**src/rtl/dp_ram_batch_controller.sv**
```systemverilog
// dp_ram_batch_controller
//   Walks a batch of operand words held in a dual-port RAM shared with the HPS.
//   For each channel it reads DATA_IN[i], hands A/B to the multiplier, pulses
//   start, waits for done and writes the product back to DATA_OUT[i]. When the
//   batch is complete it posts STATUS and then performs the go/clear handshake
//   with software.
//
//   Optional feature: define DP_RAM_BATCH_TIMEOUT_EN to bound the wait for done
//   to TIMEOUT cycles. On expiry the channel gets 32'hFFFF_FFFF, err is set and
//   the rest of the batch is skipped.
//
// Ports
//   CLK, rst        clock (rising edge), asynchronous active-low reset
//   ADDR            RAM word address
//   WRITE_F         RAM write strobe, one cycle per write
//   WRITE_DATA      RAM write data
//   READ_DATA       RAM read data, registered (valid one cycle after ADDR)
//   BYTE_ENABLE     always 4'b1111
//   A, B            multiplier operands, stable from S_START to S_WR_OUT
//   start           one-cycle multiplier start pulse
//   done, Y         multiplier result valid / product
//   busy            high whenever the FSM is not in S_IDLE
//   state_o         current state encoding
//
// state      | meaning
// S_IDLE     | ADDR=0, wait for CONTROL.go, latch batch size
// S_RD_ADDR  | present DATA_IN[i] address
// S_RD_WAIT  | RAM read latency
// S_START    | A/B valid, start pulse
// S_WAIT_DONE| wait for multiplier done (optionally bounded)
// S_WR_OUT   | write product to DATA_OUT[i]
// S_NEXT     | advance channel or finish
// S_SET_STAT | write STATUS {cnt, err, fin}
// S_WAIT_CLR | wait for software to drop go
// S_CLEAR    | clear STATUS

module dp_ram_batch_controller #(
    parameter int OP_W    = 4,
    parameter int N_CH    = 4,
    parameter int AW      = 4,
    parameter int TIMEOUT = 4095
) (
    input  logic                CLK,
    input  logic                rst,
    output logic [AW-1:0]       ADDR,
    output logic                WRITE_F,
    output logic [31:0]         WRITE_DATA,
    input  logic [31:0]         READ_DATA,
    output logic [3:0]          BYTE_ENABLE,
    output logic [OP_W-1:0]     A,
    output logic [OP_W-1:0]     B,
    output logic                start,
    input  logic                done,
    input  logic [2*OP_W-1:0]   Y,
    output logic                busy,
    output logic [3:0]          state_o
);

    typedef enum logic [3:0] {
        S_IDLE      = 4'd0,
        S_RD_ADDR   = 4'd1,
        S_RD_WAIT   = 4'd2,
        S_START     = 4'd3,
        S_WAIT_DONE = 4'd4,
        S_WR_OUT    = 4'd5,
        S_NEXT      = 4'd6,
        S_SET_STAT  = 4'd7,
        S_WAIT_CLR  = 4'd8,
        S_CLEAR     = 4'd9
    } state_t;

    localparam int IW = (N_CH > 1) ? $clog2(N_CH) : 1;

    state_t            state, state_n;
    logic [IW-1:0]     i, i_n, i_last, i_last_n;
    logic [7:0]        cnt, cnt_n;
    logic              err, err_n;
    logic              rd0_valid;
    logic              tmo_hit;
    logic [7:0]        n_rd;
    logic [AW-1:0]     addr_n;
    logic              wf_n, start_n;
    logic [31:0]       wd_n;
    logic [OP_W-1:0]   a_n, b_n;
    logic              unused_rd;

    assign BYTE_ENABLE = 4'b1111;
    assign state_o     = state;
    assign n_rd        = READ_DATA[15:8];
    assign unused_rd   = ^READ_DATA;

    function automatic logic [AW-1:0] in_addr(input logic [IW-1:0] idx);
        return AW'(32'(idx) + 32'd2);
    endfunction

    function automatic logic [AW-1:0] out_addr(input logic [IW-1:0] idx);
        return AW'(32'(idx) + 32'(N_CH) + 32'd2);
    endfunction

`ifdef DP_RAM_BATCH_TIMEOUT_EN
    localparam int TW = $clog2(TIMEOUT + 1);
    logic [TW-1:0] tmr;

    // Down-counter loaded as S_WAIT_DONE is entered; expiry on its last cycle.
    always_ff @(posedge CLK or negedge rst) begin
        if (!rst)                                     tmr <= '0;
        else if (state == S_START)                    tmr <= TW'(TIMEOUT);
        else if (state == S_WAIT_DONE && tmr != '0)   tmr <= tmr - 1'b1;
    end

    assign tmo_hit = (state == S_WAIT_DONE) && !done && (tmr <= TW'(1));
`else
    logic unused_tmo;
    assign tmo_hit    = 1'b0;
    assign unused_tmo = (TIMEOUT != 0);
`endif

    // READ_DATA reflects last cycle's ADDR; CONTROL is only trusted once ADDR
    // has been 0 for a full cycle, so a stale STATUS read cannot look like go.
    always_ff @(posedge CLK or negedge rst) begin
        if (!rst) rd0_valid <= 1'b0;
        else      rd0_valid <= (ADDR == '0);
    end

    always_ff @(posedge CLK or negedge rst) begin
        if (!rst) begin
            state      <= S_IDLE;
            i          <= '0;
            i_last     <= '0;
            cnt        <= '0;
            err        <= 1'b0;
            ADDR       <= '0;
            WRITE_F    <= 1'b0;
            WRITE_DATA <= '0;
            A          <= '0;
            B          <= '0;
            start      <= 1'b0;
            busy       <= 1'b0;
        end else begin
            state      <= state_n;
            i          <= i_n;
            i_last     <= i_last_n;
            cnt        <= cnt_n;
            err        <= err_n;
            ADDR       <= addr_n;
            WRITE_F    <= wf_n;
            WRITE_DATA <= wd_n;
            A          <= a_n;
            B          <= b_n;
            start      <= start_n;
            busy       <= (state_n != S_IDLE);
        end
    end

    // Outputs are computed for the state being entered so they are registered.
    always_comb begin
        state_n  = state;
        i_n      = i;
        i_last_n = i_last;
        cnt_n    = cnt;
        err_n    = err;
        addr_n   = '0;
        wf_n     = 1'b0;
        wd_n     = '0;
        a_n      = A;
        b_n      = B;
        start_n  = 1'b0;
        case (state)
            S_IDLE: begin
                if (rd0_valid && READ_DATA[0]) begin
                    state_n = S_RD_ADDR;
                    i_n     = '0;
                    cnt_n   = '0;
                    err_n   = 1'b0;
                    if (n_rd == 8'd0 || n_rd > 8'(N_CH)) i_last_n = IW'(N_CH - 1);
                    else                                 i_last_n = IW'(32'(n_rd) - 32'd1);
                    addr_n  = in_addr('0);
                end
            end
            S_RD_ADDR: begin
                state_n = S_RD_WAIT;
                addr_n  = in_addr(i);
            end
            S_RD_WAIT: begin
                state_n = S_START;
                addr_n  = in_addr(i);
                a_n     = READ_DATA[OP_W-1:0];
                b_n     = READ_DATA[2*OP_W-1:OP_W];
                start_n = 1'b1;
            end
            S_START: begin
                state_n = S_WAIT_DONE;
            end
            S_WAIT_DONE: begin
                if (done) begin
                    state_n = S_WR_OUT;
                    addr_n  = out_addr(i);
                    wf_n    = 1'b1;
                    wd_n    = 32'(Y);
                    cnt_n   = cnt + 8'd1;
                end else if (tmo_hit) begin
                    state_n = S_WR_OUT;
                    addr_n  = out_addr(i);
                    wf_n    = 1'b1;
                    wd_n    = 32'hFFFF_FFFF;
                    err_n   = 1'b1;
                end
            end
            S_WR_OUT: begin
                state_n = S_NEXT;
            end
            S_NEXT: begin
                if (i == i_last || err) begin
                    state_n = S_SET_STAT;
                    addr_n  = AW'(1);
                    wf_n    = 1'b1;
                    wd_n    = {16'h0, cnt, 6'b0, err, 1'b1};
                end else begin
                    state_n = S_RD_ADDR;
                    i_n     = i + 1'b1;
                    addr_n  = in_addr(i + 1'b1);
                end
            end
            S_SET_STAT: begin
                state_n = S_WAIT_CLR;
            end
            S_WAIT_CLR: begin
                if (rd0_valid && !READ_DATA[0]) begin
                    state_n = S_CLEAR;
                    addr_n  = AW'(1);
                    wf_n    = 1'b1;
                end
            end
            S_CLEAR: begin
                state_n = S_IDLE;
            end
            default: begin
                state_n = S_IDLE;
            end
        endcase
    end

endmodule

```
**config.mk**
```make
export PLATFORM = sky130hd
export DESIGN_NAME = dp_ram_batch_controller
export DESIGN_NICKNAME = d
export VERILOG_FILES = /design/src/rtl/dp_ram_batch_controller.sv
export SDC_FILE = /design/constraint.sdc
export NUM_CORES = 1
export LEC_CHECK = 0
export ABC_CLOCK_PERIOD_IN_PS = 2000
export CAP_MARGIN = 30
export CORE_MARGIN = 8
export CORE_UTILIZATION = 40
export DETAILED_ROUTE_END_ITERATION = 12
export GPL_ROUTABILITY_DRIVEN = 1
export PLACE_DENSITY_LB_ADDON = 0.08
export SLEW_MARGIN = 25
export SYNTH_ARGS = -nofsm -noshare
export SYNTH_HDL_FRONTEND = slang
export SYNTH_SLANG_ARGS = --single-unit
```
**constraint.sdc**
```tcl
create_clock -name CLK -period 2 [get_ports CLK]
set_clock_uncertainty 0.05 [all_clocks]
set_input_delay 0.2 -clock CLK [delete_from_list [all_inputs] [get_ports CLK]]
set_output_delay 0.2 -clock CLK [all_outputs]
set_load 0.05 [all_outputs]
```
# Yosys cells after proc, flatten, opt, wreduce, memory -nomap -nowiden
# Index checks and enable logic that the tools add are counted.
# op_classes
add_sub_neg	7
magnitude_cmp	1
n_eq_ne	12
muxes	25
reduce_logical	14
# op_table
op	n
4-bit case mux with 9 select lines	1
16-bit case mux with 2 select lines	1
8-bit two-way mux	3
4-bit case mux with 5 select lines	1
4-bit by 3-bit == test with 1-bit output, second input constant	4
16-bit two-way mux	1
4-bit two-way mux	4
8-bit case mux with 2 select lines	1
8-bit by 1-bit adder with 8-bit output, second input constant	1
4-bit by 2-bit == test with 1-bit output, second input constant	2
8-bit by 3-bit greater-than comparator with 1-bit output, second input constant	1
4-bit logical NOT	2
8-bit logical NOT	1
2-bit two-way mux	4
2-bit by 2-bit adder with 3-bit output, second input constant	2
3-bit two-way mux	2
2-bit inequality test, second input constant	3
3-bit AND reduction	2
1-bit two-way mux	5
2-bit by 3-bit adder with 4-bit output, second input constant	1
4-bit by 2-bit adder with 4-bit output, second input constant	1
4-bit by 1-bit == test with 1-bit output, second input constant	1
4-bit == test, second input constant	1
2-bit case mux with 2 select lines	1
11 further kinds	13
# totals
register_bits	64
input_bits	43
output_inout_bits	55
word_cells	71

# Longest topological paths before layout
# Gate-level depths: netlist (run 1).
# depth
ltp_word	5
ltp_mapped	6
ltp_nobuf	5

# Worst setup path before layout (run 1)
# No wires, ideal clock.
# synth_timing
path_type	reg-to-reg
from	register state[3], in the netlist state_o[3]
to	register cnt[7]
setup_time_ps	77
arrival_ps	1811
required_ps	1873
setup_slack_ps	62
stages_incl_launch_ff	6
n_path_buf	1
synth_period_minus_slack_ps	1938
cell_sequence	dfrtp_1 -> buf_4 -> nor3b_2 -> a22oi_2 -> or4_1 -> a21oi_1
# synth_via
elab_chain_cells	3
word_cells_on_any_way	7
cone_classes	eq/ne (3); mux (1); reduce/logical (3)
# synth_lines
item	line	rtl
start: declaration	74	state_t state, state_n;
start signal: assignment	140	state <= state_n;
4-bit by 3-bit == test with 1-bit output / 4-bit logical NOT (equally long branches)	168	case (state)
2-bit inequality test (no line) / 2-bit nonzero test (equally long branches)	n/a	
3-bit AND reduction (no line)	n/a	
end signal: assignment	143	cnt <= cnt_n;
end: declaration	76	logic [7:0] cnt, cnt_n;
# Several ways; a longest one is shown, not always the timed one.
# A chain may end at the register's enable or synchronous reset.

# Worst setup path in the final report (run 1)
# layout_timing
from	register state[3], in the netlist state_o[3]
to	register cnt[6]
# The elaborated chain is that of the path after synthesis.

==> qor.csv, run 1 <==
metric;value;unit
hold_viol_final;0;
yosysSeqAreaShare;54.8;%
layout-drive-gt1-share;17.6;%
crit_cells;6;
place_area;0.00288;sq mm
synthSimpleGateAreaFrac;19.0;%
grt_usage;11.9;%
power_leakage;1.38;nW
h-tree-depth;2;
slew_viol_final;0;
max_stage_delay;0.43;ns
antenna_cells;0;
start_kind;flip-flop;
die_area;0.00810;sq mm
synth.area.top_cells;dfrtp_1 55%, buf_4 7.5%, mux2_2 4.1%, and2_1 2.6%, and3_1 2.6%;
synth_area_per_cell;11.8;sq um
synthAdderAreaFrac;1.14;%
worst_pin_slew;0.536;ns
multi_input_area;858;sq um
ys_seq_elements;48;
rr_endpoint;cnt[6];
dr.first_iter.drc_count;74;
cp_data_arrival_time;1.97;ns
yosysTopAreaCell;dfrtp_1;
fin_crit;1.80;ns
reg2reg_depth;6;
status;completed;
drt-pass1-iter-count;4;
min_period_over_period;90.0;%
critPathMaxFanout;5;
cts_tree;done;
portBuffers;61;
finalCoreUtilization;55.5;%
synthCells;186;
reg2reg_from;state_o[3];
synth_compound_area_share;8.74;%
path_class;reg -> reg;
syn_area;0.00219;sq mm
async_flop_share;100;%
crit_path_end_kind;flip-flop;
avgViaCountPerCell;4.76;
cts_made_buffers;5;
place_congestion;0.761;
overflow;0;
ir_drop;0.540;mV
r2r_slack;0.20;ns
die_height;90.0;um
wl;4720;um
nets;306;
yosys.area.top_type_share;54.8;%
grt_antenna_before_repair;0;
powerDensity;1440;mW/mm^2
grt_pass1_vias;1641;
synth_edf_count;0;
power;4.31;mW
cp.required;2.17;ns
rsz0062_at_grt;no;
cts.sinks;48;
ff_latch_area;0.00120;sq mm
cts_root_buf;clkbuf_8;
dr_total_vias;1591;
layout.cells.non_filler;334;
setup_viol;0;
drcViolationCount;0;
hold_class;in -> async;
relSlewSlack;64.1;%
synth.most_common_cell;dfrtp_1;
wire_per_inst;14.1;um
place_inst;325;
netlist-cell-type-count;46;
grt_max_degree;28;
synthTopCellsByCount;48 x dfrtp_1, 22 x buf_4, 9 x and2_1, 9 x and3_1, 8 x mux2_2;
crit_buf_inv;2;
post_cts_buffers;0;
core_area;0.00541;sq mm
clk_pin_slew;0.09;ns
clk_latency;0.30;ns
cp_top_family;simple AND/OR/NAND/NOR gates;
clockBufferDepth;2;
final_antenna_net_count;0;
cp_cell_sequence;buf_4 -> nor3b_2 -> a22oi_2 -> buf_4 -> or3_1 -> a21oi_1;
rows;27;
crit_slowest_cell;dfrtp_1;
start_util;40.5;%
fillCellCount;467;
maxCapViolations;0;
synthXorXnorAreaFrac;2.80;%
setup_tns;0;ns
syn_to_final_growth;36.9;%
yosysWarnings;0;
clock.fmax;556;MHz
synth.area.mux_share;4.11;%
io-pin-count;98;
grt_pass1_wl;8040;um
fp.dieW;90.0;um
cp_common_cell;buf_4;
final_cell_area;0.00300;sq mm
synth_top_family_by_area;simple AND/OR/NAND/NOR gates;
synth_top_flop_cell;dfrtp_1;
hpwl;3660;um
-- cell families after synthesis --
logic type / Yosys count
AOI/OAI and AO/OA: 26
DFF: 48
adders and majority gates: 2
muxes: 8
other: 2
buffers and inverters: 30
xor gates and xnor gates: 7
and+or+nand+nor: 63
-- sequential cells by signal, indices dropped and copies added, names as in the netlist --
register / count
B: 4
cnt: 8
ADDR: 4
start: 1
i_last: 2
A: 4
WRITE_F: 1
i: 2
rd0_valid: 1
state_o: 4
WRITE_DATA: 16
busy: 1
-- placed cells by master (no fill, tap or decap), types with 2 or more instances in the layout --
master,count
a21oi_1,3
buf_4,18
inv_1,3
clkbuf_8,5
o21ai_0,4
and3_1,9
and2_2,2
a31oi_1,2
or3_1,2
a21o_1,4
or4_1,4
nand2_1,6
nand3_1,7
nand4_1,2
and2_1,9
mux2_2,8
ha_1,2
conb_1,20
dfrtp_1,48
nor2_1,7
nand2b_1,2
clkdlybuf4s50_1,56
o211ai_1,4
xor2_1,6
nor3_1,2
-- metal layers --
layer / global-route usage [%] / wire, um
met5: 0 / 0
met3: 3.41 / 281
met2: 18.8 / 2180
met1: 15.1 / 2190
met4: 4.58 / 76
-- area by class of cell --
cell class / count / share of cell area, %
clock buffer: 6 / 2.42
clock inverter: 2 / 1.17
inverter: 3 / 0.375
multi-input combinational: 126 / 28.6
sequential: 48 / 40.0
tap: 72 / 3.00
timing repair buffer: 77 / 24.4
-- what timing repair did --
action                                 4_1_cts  5_1_grt
gates resized for setup                      0        0
hold buffers                                 1        0
endpoints found under the hold margin       21        0
-- power by group --
part           leakage, nW  internal, mW  total [mW]  switching (mW)
Combinational        0.705         0.846        2.20            1.36
Sequential           0.622          1.24        1.43           0.191
Clock               0.0552         0.371       0.679           0.307
-- per-stage QoR --
step                      setup slack (ns)  hold slack, ns
final                                0.200           0.358
after global routing                 0.108           0.386
after CTS                            0.196           0.368
after detailed placement             0.101           0.162
after global placement               0.114           0.154
after floorplan                     0.0616          -0.146
-- worst max-delay path by stage --
stage / start / end / slack (ns)
floorplan: state_o[3] / cnt[7] / 0.06
global placement: READ_DATA[0] / cnt[7] / 0.11
detailed placement: READ_DATA[0] / cnt[6] / 0.10
CTS: state_o[3] / cnt[6] / 0.20
global route: state_o[3] / cnt[6] / 0.11
finish: state_o[3] / cnt[6] / 0.20
Power figures use the tool's default switching activity.
==> run 2, diff against run 1 <==
--- a/config.mk
+++ b/config.mk
@@ -5,7 +5,6 @@
 export SDC_FILE = /design/constraint.sdc
 export NUM_CORES = 1
 export LEC_CHECK = 0
-export ABC_CLOCK_PERIOD_IN_PS = 2000
 export CAP_MARGIN = 30
 export CORE_MARGIN = 8
 export CORE_UTILIZATION = 40
==> results of run 2 <==
Same layout as run 1: the final DEF is identical, and so are final timing and power.
